File: config.mk
export PLATFORM = sky130hd
export DESIGN_NAME = pwm_drive_gen
export DESIGN_NICKNAME = d
export VERILOG_FILES = /design/src/rtl/pwm_drive_gen.sv
export SDC_FILE = /design/constraint.sdc
export NUM_CORES = 1
export LEC_CHECK = 0
export CAP_MARGIN = 25
export CORE_ASPECT_RATIO = 1.4
export CORE_MARGIN = 4
export CORE_UTILIZATION = 50
export CTS_CLUSTER_DIAMETER = 200
export DETAILED_ROUTE_END_ITERATION = 16
export PLACE_DENSITY = 0.83
export SETUP_SLACK_MARGIN = 0.4
export SYNTH_ARGS = -nofsm -noshare
export SYNTH_HDL_FRONTEND = slang
export SYNTH_SLANG_ARGS = --single-unit
export TNS_END_PERCENT = 10
File: constraint.sdc
create_clock -name clk -period 6.1 [get_ports clk]
set_clock_uncertainty 0.1 [all_clocks]
set_input_delay 0.61 -clock clk [delete_from_list [all_inputs] [get_ports clk]]
set_output_delay 0.61 -clock clk [all_outputs]
set_load 0.01 [all_outputs]
File: src/rtl/pwm_drive_gen.sv
// Soft-start PWM generator for the H-bridge stage: prescaled 8-bit phase, per-period
// duty slew limiter, synchronised over-current cut-off and a sticky fault latch.
module pwm_drive_gen #(
    parameter int PRESCALE  = 390,
    parameter int RAMP_STEP = 4
) (
    input  logic       clk,
    input  logic       reset,
    input  logic       enable,
    input  logic [7:0] duty_sw,
    input  logic       oc_in,
    output logic       pulse,
    output logic       period_start,
    output logic [7:0] duty_active,
    output logic       fault
);

    localparam int            PW       = (PRESCALE > 1) ? $clog2(PRESCALE) : 1;
    localparam logic [PW-1:0] PRE_LAST = PW'(PRESCALE - 1);
    localparam logic [8:0]    STEP9    = 9'(RAMP_STEP);

    logic [PW-1:0] r_prescale;
    logic [7:0]    r_phase;
    logic [7:0]    r_duty;
    logic          r_fault;
    logic          r_pulse;
    logic          r_period_start;
    logic          r_oc_meta;
    logic          r_oc_sync;

    logic          w_tick;
    logic          w_wrap;
    logic          w_pulse_next;
    logic [8:0]    w_duty9;
    logic [8:0]    w_sw9;
    logic [8:0]    w_up;
    logic [7:0]    w_duty_ramp;

    assign w_tick = (r_prescale == PRE_LAST);
    assign w_wrap = w_tick && (r_phase == 8'hFF);

    // Slew-limited next duty; 9-bit compares keep the step from wrapping past 0 or 255.
    always_comb begin
        // NOTE: every output gets a default first so no path can infer a latch.
        w_duty9     = {1'b0, r_duty};
        w_sw9       = {1'b0, duty_sw};
        w_up        = w_duty9 + STEP9;
        w_duty_ramp = r_duty;
        if (w_sw9 > w_duty9) begin
            w_duty_ramp = (w_up >= w_sw9) ? duty_sw : w_up[7:0];
        end else if (w_sw9 < w_duty9) begin
            w_duty_ramp = (w_duty9 <= w_sw9 + STEP9) ? duty_sw : (r_duty - STEP9[7:0]);
        end
    end

    assign w_pulse_next = enable && !r_fault && !r_oc_sync &&
                          ((r_duty == 8'hFF) || (r_phase < r_duty));

    always_ff @(posedge clk) begin
        if (reset) begin
            r_prescale     <= '0;
            r_phase        <= '0;
            r_duty         <= '0;
            r_fault        <= 1'b0;
            r_pulse        <= 1'b0;
            r_period_start <= 1'b0;
            r_oc_meta      <= 1'b0;
            r_oc_sync      <= 1'b0;
        end else begin
            // NOTE: non-blocking so every flop samples the pre-edge values of the others.
            r_oc_meta      <= oc_in;
            r_oc_sync      <= r_oc_meta;
            r_prescale     <= w_tick ? '0 : r_prescale + 1'b1;
            if (w_tick) begin
                r_phase <= r_phase + 8'd1;
            end
            r_period_start <= w_wrap;

            // Disable forces the applied duty to 0 so a re-enable always soft-starts.
            if (!enable) begin
                r_duty <= '0;
            end else if (w_wrap) begin
                r_duty <= w_duty_ramp;
            end

            if (!enable) begin
                r_fault <= 1'b0;
            end else if (r_oc_sync) begin
                r_fault <= 1'b1;
            end

            r_pulse <= w_pulse_next;
        end
    end

    assign pulse        = r_pulse;
    assign period_start = r_period_start;
    assign duty_active  = r_duty;
    assign fault        = r_fault;

endmodule
==> Yosys cells after proc, flatten, opt, wreduce, memory -nomap -nowiden <==
Cells that the tools add are included.
{ "word_totals": {"wordCells": 37, "inputBits": 12, "regBits": 30, "out_inout_bits": 11} }
{ "op_classes": {"bitwise_logic": 1, "eq_ne": 3, "add_sub_neg": 5, "n_reduce_logical": 11, "order_cmp": 5, "n_mux": 4} }
{ "ops": {"columns": ["op", "count"], "rows": [
  ["$mux 8", 4],
  ["$add 8x3->9 const B", 2],
  ["$eq 8x8->1 const B", 2],
  ["$lt 8x8->1", 2],
  ["$add 9x1->9 const B", 1],
  ["$eq 9x9->1 const B", 1],
  ["$ge 9x8->1", 1],
  ["$le 8x9->1", 1],
  ["$add 8x1->8 const B", 1],
  ["$gt 8x8->1", 1],
  ["$sub 8x3->8 const B", 1],
  ["$logic_and 1x1->1", 4],
  ["$reduce_or 2->1", 2],
  ["$logic_not 1->1", 2],
  ["$reduce_and 2->1", 1],
  ["$reduce_bool 2->1", 1],
  ["$logic_or 1x1->1", 1],
  ["$not 1->1", 1]
]} }

==> Logic depth before layout (Yosys ltp) <==
Gate-level depths: netlist of the first run.
{ "depth": {"ltp_word": 5, "mapped_depth": 12, "mapped_depth_nobuf": 12} }

==> Worst setup path after synthesis of the first run <==
No wires, ideal clock.
{ "synth_path": {"kind": "input port to flip-flop", "from": "input duty_sw[2]", "to": "register r_duty[3] (netlist: duty_active[3])", "t_arrival_ns": 2.509, "slack_ns": 3.376, "setup_time_ns": 0.115, "t_required_ns": 5.885, "n_path_buf": 0, "stages": 10, "cell_sequence": "ha_1 -> xnor2_1 -> ha_1 -> a211oi_1 -> nor2_1 -> or4_4 -> o211ai_2 -> mux2_2 -> a21oi_2 -> o21a_1"} }
{ "synth_between": {"elab_chain_len": 5, "word_cells_on_any_way": 11, "cone_classes": "1 x add/sub; 4 x order compare; 4 x mux; 2 x reduce/logical"} }
{ "synth_rtl": {"columns": ["item", "line", "source"], "rows": [
  ["from (decl)", "10", "input logic [7:0] duty_sw,"],
  ["$add 8x3->9", "52", "w_duty_ramp = (w_duty9 <= w_sw9 + STEP9) ? duty_sw : (r_duty - STEP9[7:0]);"],
  ["$le 8x9->1", "52", null],
  ["$mux 8", "52", null],
  ["$mux 8", "51", "end else if (w_sw9 < w_duty9) begin"],
  ["$mux 8", "49", "if (w_sw9 > w_duty9) begin"],
  ["to (signal assigned)", "83", "r_duty <= w_duty_ramp;"],
  ["to (decl)", "24", "logic [7:0] r_duty;"]
]} }
Several ways; a longest one is shown, not always the timed one. The select of a mux whose other input is x is not followed.
A chain may end at the register's enable or synchronous reset.

==> Worst setup path in the final report of the first run <==
{ "layout_path": {"from": "input duty_sw[2]", "to": "register r_duty[4] (netlist: duty_active[4])"} }
The elaborated chain is that of the path after synthesis.

==> flow_summary.json, run 1 <==
{
  "setup_slack_ns": 2.73,
  "stdcell_area_um2": 2660,
  "wl_met1_um": 2060,
  "crit_type": "primary input to flip-flop",
  "final_nets": 335,
  "leakage_nw": 1.09,
  "highest_layer": "met4",
  "clockBufferDepth": 2,
  "cts_tree": "yes",
  "num_rows": 28,
  "cts_max_level": 2,
  "routed_wl_um": 5370,
  "grt_pass1_wl_um": 9400,
  "vias": 1984,
  "synth_cell_types": 47,
  "rsz0062_at_grt": "false",
  "ios": 23,
  "crit_fanout": 8,
  "peakVddDrop_uv": 162,
  "slew_headroom": 0.640,
  "fin_util": 0.617,
  "grt_usage": 0.210,
  "area_growth_pct": 16.4,
  "antenna_found_initial": 0,
  "cts_hold_buf": 0,
  "cts_sinks": 30,
  "dpl_cell_area_um2": 2550,
  "rrSetupSlack_ns": 3.05,
  "route.detailed.drc": 0,
  "io_buffers": 22,
  "clk_pin_slew_ns": 0.06,
  "syn_nets": 312,
  "seq_area_um2": 601,
  "yosysWarningCount": 0,
  "cp.depth": 12,
  "min_period_ns": 3.37,
  "ys_seq_area_frac": 0.263,
  "slowest_stage": "clkdlybuf4s50_1",
  "antennaDiodeCount": 0,
  "dpl_worst_slack_ns": 2.47,
  "overflow": 0,
  "cp.required_ns": 6.21,
  "cp-startpoint": "duty_sw[2]",
  "ys.flop_type": "dfxtp_1",
  "cp_top_family": "simple AND/OR/NAND/NOR gates",
  "clock_latency_ns": 0.28,
  "wl_met2_um": 2830,
  "arrival_ns": 3.48,
  "crit_buf_inv": 1,
  "setup.worst_path.end": "duty_active[4]$_SDFFE_PP0P_",
  "grt_max_degree": 15,
  "num-fill-cells": 389,
  "dieArea_um2": 5730,
  "wl_per_cell_um": 15.4,
  "status": "finished clean",
  "worst_pin_slew_ns": 0.541,
  "grt_pass1_vias": 2124,
  "drtAntennaViolNets": 0,
  "power_density_nw_per_um2": 164,
  "viasPerCell": 5.68,
  "async_reset_ff_frac": 0,
  "cts_setup_buffers": 0,
  "cts.repair.resized": 0,
  "fp.dieW_um": 65.1,
  "holdCritPathClass": "flip-flop to flip-flop",
  "start_kind": "primary input",
  "end_kind": "flip-flop",
  "critical_path.cell_chain": "clkdlybuf4s50_1 -> ha_1 -> nand3_1 -> xnor2_1 -> ha_1 -> nand4_1 -> a21oi_1 -> or4_4 -> o211ai_2 -> nand2_2 -> nor3_2 -> o2bb2ai_1",
  "critPathMaxStageDelay_ns": 0.66,
  "start_util": 0.530,
  "netlist_instances": 265,
  "synth-edff-count": 0,
  "setup_tns_ns": 0,
  "hold_violations": 0,
  "core_area_um2": 4310,
  "synth_area_per_cell_um2": 8.62,
  "multiInputGateArea_um2": 1570,
  "gp_congestion": 0.919,
  "regToRegEndpoint": "duty_active[3]$_SDFFE_PP0P_",
  "place_hpwl_um": 4350,
  "drv_cap": 0,
  "dr.pass1.iters": 4,
  "layout-drive-gt1-share": 0.0761,
  "drt_iter0_drc": 90,
  "power_mw": 0.435,
  "finalSetupViolCount": 0,
  "synth_seq_cells": 30,
  "worst_path_most_repeated_cell": "ha_1",
  "root_buffer": "clkbuf_8",
  "clock.fmax_ghz": 0.297,
  "die_y_um": 88.0,
  "finalCritPeriodShare": 0.553,
  "wl_met3_um": 255,
  "syn_area_um2": 2280,
  "regToRegStartpoint": "duty_active[2]$_SDFFE_PP0P_",
  "rr_worst_depth": 12,
  "final-max-slew-violation-count": 0,
  "cts_buffers": 5
}
## how the worst min path moves through the flow
| stage | from | end | slack (ns) | cells after the start |
|---|---|---|---|---|
| 3_3_place_gp | r_oc_meta$_SDFF_PP0_ | r_oc_sync$_SDFF_PP0_ | 0.32 | 1 |
| 2_1_floorplan | r_oc_meta$_SDFF_PP0_ | r_oc_sync$_SDFF_PP0_ | 0.31 | 1 |
| 4_1_cts | r_oc_meta$_SDFF_PP0_ | r_oc_sync$_SDFF_PP0_ | 0.34 | 1 |
| 6_report | r_oc_meta$_SDFF_PP0_ | r_oc_sync$_SDFF_PP0_ | 0.33 | 1 |
| 3_5_place_dp | r_oc_meta$_SDFF_PP0_ | r_oc_sync$_SDFF_PP0_ | 0.33 | 1 |
| 5_1_grt | r_oc_meta$_SDFF_PP0_ | r_oc_sync$_SDFF_PP0_ | 0.36 | 1 |
## kinds of logic (layout without fill, tap and decap cells)
kind of cell	Yosys count	count (layout)	share of synthesized area
AO/OA/AOI/OAI	52	52	0.160
multiplexers	5	5	0.0225
AND/OR/NAND/NOR	90	90	0.220
buffers and inverters	29	53	0.0510
flip-flops	30	30	0.263
XOR/XNOR	24	24	0.0921
adder cells (fa/ha/maj)	35	35	0.192
## cell type report
type                            instances  share of cell area
Inverter                               23              0.0325
Tap cell                               60              0.0282
Timing Repair Buffer                   22              0.0828
Clock buffer                            8              0.0414
Multi-Input combinational cell        206               0.589
Sequential cell                        30               0.226
## power breakdown
| group | leakage, nW | internal (mW) | switching (mW) |
|---|---|---|---|
| Clock | 0.0575 | 0.114 | 0.0710 |
| Sequential | 0.243 | 0.198 | 0.00256 |
| Combinational | 0.789 | 0.0218 | 0.0274 |
## cell usage after synthesis, types with 2 or more instances
cell | number | area (um2)
a211oi_1 | 3 | 22.5
a21o_1 | 5 | 37.5
a21oi_1 | 11 | 55.1
a21oi_2 | 3 | 26.3
and3_1 | 4 | 25.0
clkbuf_1 | 5 | 18.8
dfxtp_1 | 30 | 601
ha_1 | 35 | 438
inv_1 | 23 | 86.3
mux2i_1 | 4 | 40.0
nand2_1 | 11 | 41.3
nand2b_1 | 5 | 31.3
nand3_1 | 14 | 70.1
nand4_1 | 8 | 50.1
nor2_1 | 28 | 105
nor2b_1 | 3 | 18.8
nor3_1 | 3 | 15.0
nor3_2 | 2 | 20.0
o211a_1 | 2 | 20.0
o211ai_1 | 4 | 30.0
o21a_1 | 2 | 15.0
o21ai_0 | 5 | 25.0
o21ai_1 | 3 | 15.0
o221ai_1 | 2 | 17.5
o22ai_1 | 2 | 12.5
o2bb2ai_1 | 3 | 26.3
o32ai_1 | 2 | 17.5
or3_1 | 2 | 12.5
xnor2_1 | 13 | 114
xor2_1 | 11 | 96.3
## per-layer routing
| layer | track usage | up-vias |
|---|---|---|
| li1 | - | 992 |
| met1 | 0.216 | 924 |
| met2 | 0.394 | 53 |
| met3 | 0.0424 | 15 |
| met4 | 0.117 | 0 |
| met5 | 0 | - |
## through the flow
stage               instances  hold slack, ns
finish                    349           0.334
global route              349           0.361
CTS                       349           0.340
detailed placement        341           0.328
global placement          341           0.318
floorplan                 265           0.314
## layout by cell type (no fill, tap or decap), types with 3 or more instances in the layout
master            n
a211oi_1          3
a21o_1            5
a21oi_1          11
a21oi_2           3
and3_1            4
clkbuf_8          8
clkdlybuf4s50_1  22
dfxtp_1          30
ha_1             35
inv_1            23
mux2i_1           4
nand2_1          11
nand2b_1          5
nand3_1          14
nand4_1           8
nor2_1           28
nor2b_1           3
nor3_1            3
o211ai_1          4
o21ai_0           5
o21ai_1           3
o2bb2ai_1         3
xnor2_1          13
xor2_1           11
## flip-flops by register name (all words and copies together), names as in the netlist
| signal | cells |
|---|---|
| duty_active | 8 |
| r_prescale | 9 |
| r_oc_meta | 1 |
| period_start | 1 |
| r_phase | 8 |
| fault | 1 |
| r_oc_sync | 1 |
| pulse | 1 |
Note: power is estimated with default switching activity, not from simulation.
==> inputs of run 2 (changes only) <==
PLACE_DENSITY = 0.86   (was 0.83)
clock period = 2.9 ns   (was 6.1 ns; I/O delays follow)
==> run 2 against run 1 <==
  * Combinational power rose to 3.2 times the previous value
  * Clock power rose by 88%
  * Sequential share of layout area fell by 3.7 points
  * Die area did not move
  * Hold slack got worse by 0.053 ns
  * Sequential cell count did not move
  * Global-route usage rose by 3.2 points
  * Setup slack got worse by 2.6 ns
  * Sequential power rose by 110%
  * Power rose by 110%
  * Count of clock-buffer cells in the layout fell by 1
  * Critical path type unchanged
  * Highest routed layer unchanged
==> flow_summary.json, run 2 (synthesis results as in run 1) <==
{
  "finalSetupViolCount": 0,
  "crit_fanout": 4,
  "arrival_ns": 2.86,
  "drt_iter0_drc": 160,
  "largest-register": "r_prescale",
  "root_buffer": "clkbuf_8",
  "vias": 2354,
  "dpl_cell_area_um2": 2730,
  "start_util": 0.530,
  "holdCritPathClass": "primary input to flip-flop",
  "final_common_cell": "buf_4",
  "cts_sinks": 30,
  "place_hpwl_um": 4730,
  "status": "finished clean",
  "ios": 23,
  "final-max-slew-violation-count": 0,
  "antennaDiodeCount": 0,
  "place_inst": 364,
  "route.detailed.drc": 0,
  "largest_reg_flops": 9,
  "dieArea_um2": 5730,
  "dr.pass1.iters": 4,
  "min_period_ns": 2.76,
  "finalCritPeriodShare": 0.950,
  "routed_wl_um": 7650,
  "cts_hold_buf": 0,
  "wl_per_cell_um": 19.5,
  "setup_slack_ns": 0.145,
  "cts_tree": "yes",
  "final_nets": 379,
  "setup_tns_ns": 0,
  "peakVddDrop_uv": 314,
  "viasPerCell": 5.99,
  "seq_area_um2": 616,
  "clock.fmax_ghz": 0.363,
  "clockBufferDepth": 2,
  "worst_pin_slew_ns": 0.443,
  "grt_pass1_wl_um": 10600,
  "grt_pass1_vias": 2349,
  "power_mw": 0.923,
  "cp.required_ns": 3.00,
  "slew_headroom": 0.703,
  "fin_util": 0.756,
  "core_area_um2": 4310,
  "grt_usage": 0.242,
  "num_rows": 28,
  "clock_latency_ns": 0.29,
  "io_buffers": 22,
  "start_kind": "primary input",
  "grt_max_degree": 14,
  "hold_violations": 0,
  "multiInputGateArea_um2": 1790,
  "num-fill-cells": 280,
  "end_kind": "flip-flop",
  "cts_buffers": 5,
  "fp.dieW_um": 65.1,
  "clk_pin_slew_ns": 0.07,
  "cts_max_level": 2,
  "power_density_nw_per_um2": 283,
  "drtAntennaViolNets": 0,
  "holdWs_ns": 0.281,
  "overflow": 0,
  "leakage_nw": 1.36,
  "crit_type": "primary input to flip-flop",
  "stdcell_area_um2": 3260,
  "area_growth_pct": 42.6,
  "final_cell_mix": "buf_4, ha_1, nor2_1",
  "rsz0062_at_grt": "true",
  "drv_cap": 0,
  "dpl_worst_slack_ns": -0.225,
  "layout-drive-gt1-share": 0.297,
  "die_y_um": 88.0,
  "antenna_found_initial": 0,
  "stdcell_count": 393,
  "gp_congestion": 0.927
}
[run 2: cell count changes in the layout (fill, tap and decap cells not counted), sizes merged, moves of 2 or more]
cell / delta
clkdlybuf4s50: -6
buf: +44
inv: -2
clkinvlp: +2
clkbuf: +2
[run 2: worst max-delay path: stages]
cell and delay, ns:
clkdlybuf4s50_1 0.53, ha_1 0.38, nand4_1 0.24, nor3_2 0.31, a21o_1 0.15, buf_4 0.13, o211ai_4 0.13, buf_6 0.15
buf_6 0.10, o221ai_1 0.15, o21ai_1 0.12, o2bb2ai_1 0.18
[run 2: final cells by class]
cell class / instances / area share
well taps: 60 / 0.0231
clock buffers: 7 / 0.0265
multi-input cells: 206 / 0.551
clock inverters: 1 / 0.00154
repair buffers: 66 / 0.180
inverters: 23 / 0.0288
flip-flops and latches: 30 / 0.189
[run 2: power by group]
group / internal [mW] / switching [mW]
sequential: 0.414 / 0.00542
combinational: 0.0722 / 0.0836
clock: 0.191 / 0.157
total: 0.677 / 0.246
[run 2: final timing paths]
path | startpoint | to | slack (ns) | cells past startpoint
hold reg to reg | r_oc_meta$_SDFF_PP0_ | r_oc_sync$_SDFF_PP0_ | 0.35 | 1
setup / recovery | duty_sw[7] | duty_active[5]$_SDFFE_PP0P_ | 0.14 | 12
hold / removal | duty_sw[0] | duty_active[0]$_SDFFE_PP0P_ | 0.28 | 3
setup reg to reg | duty_active[6]$_SDFFE_PP0P_ | duty_active[5]$_SDFFE_PP0P_ | 0.16 | 13
[run 2: layer usage]
metal,global-route usage,share of wire
met5,0,0
met4,0.202,0.083
met3,0.0436,0.047
met2,0.460,0.53
met1,0.218,0.34
[run 2: repair_timing]
action / CTS / global route
hold endpoints to repair: 0 / 0
pin swaps: 19 / 20
buffers inserted: 7 / 14
setup endpoints to repair: 8 / 8
resized for setup: 25 / 40
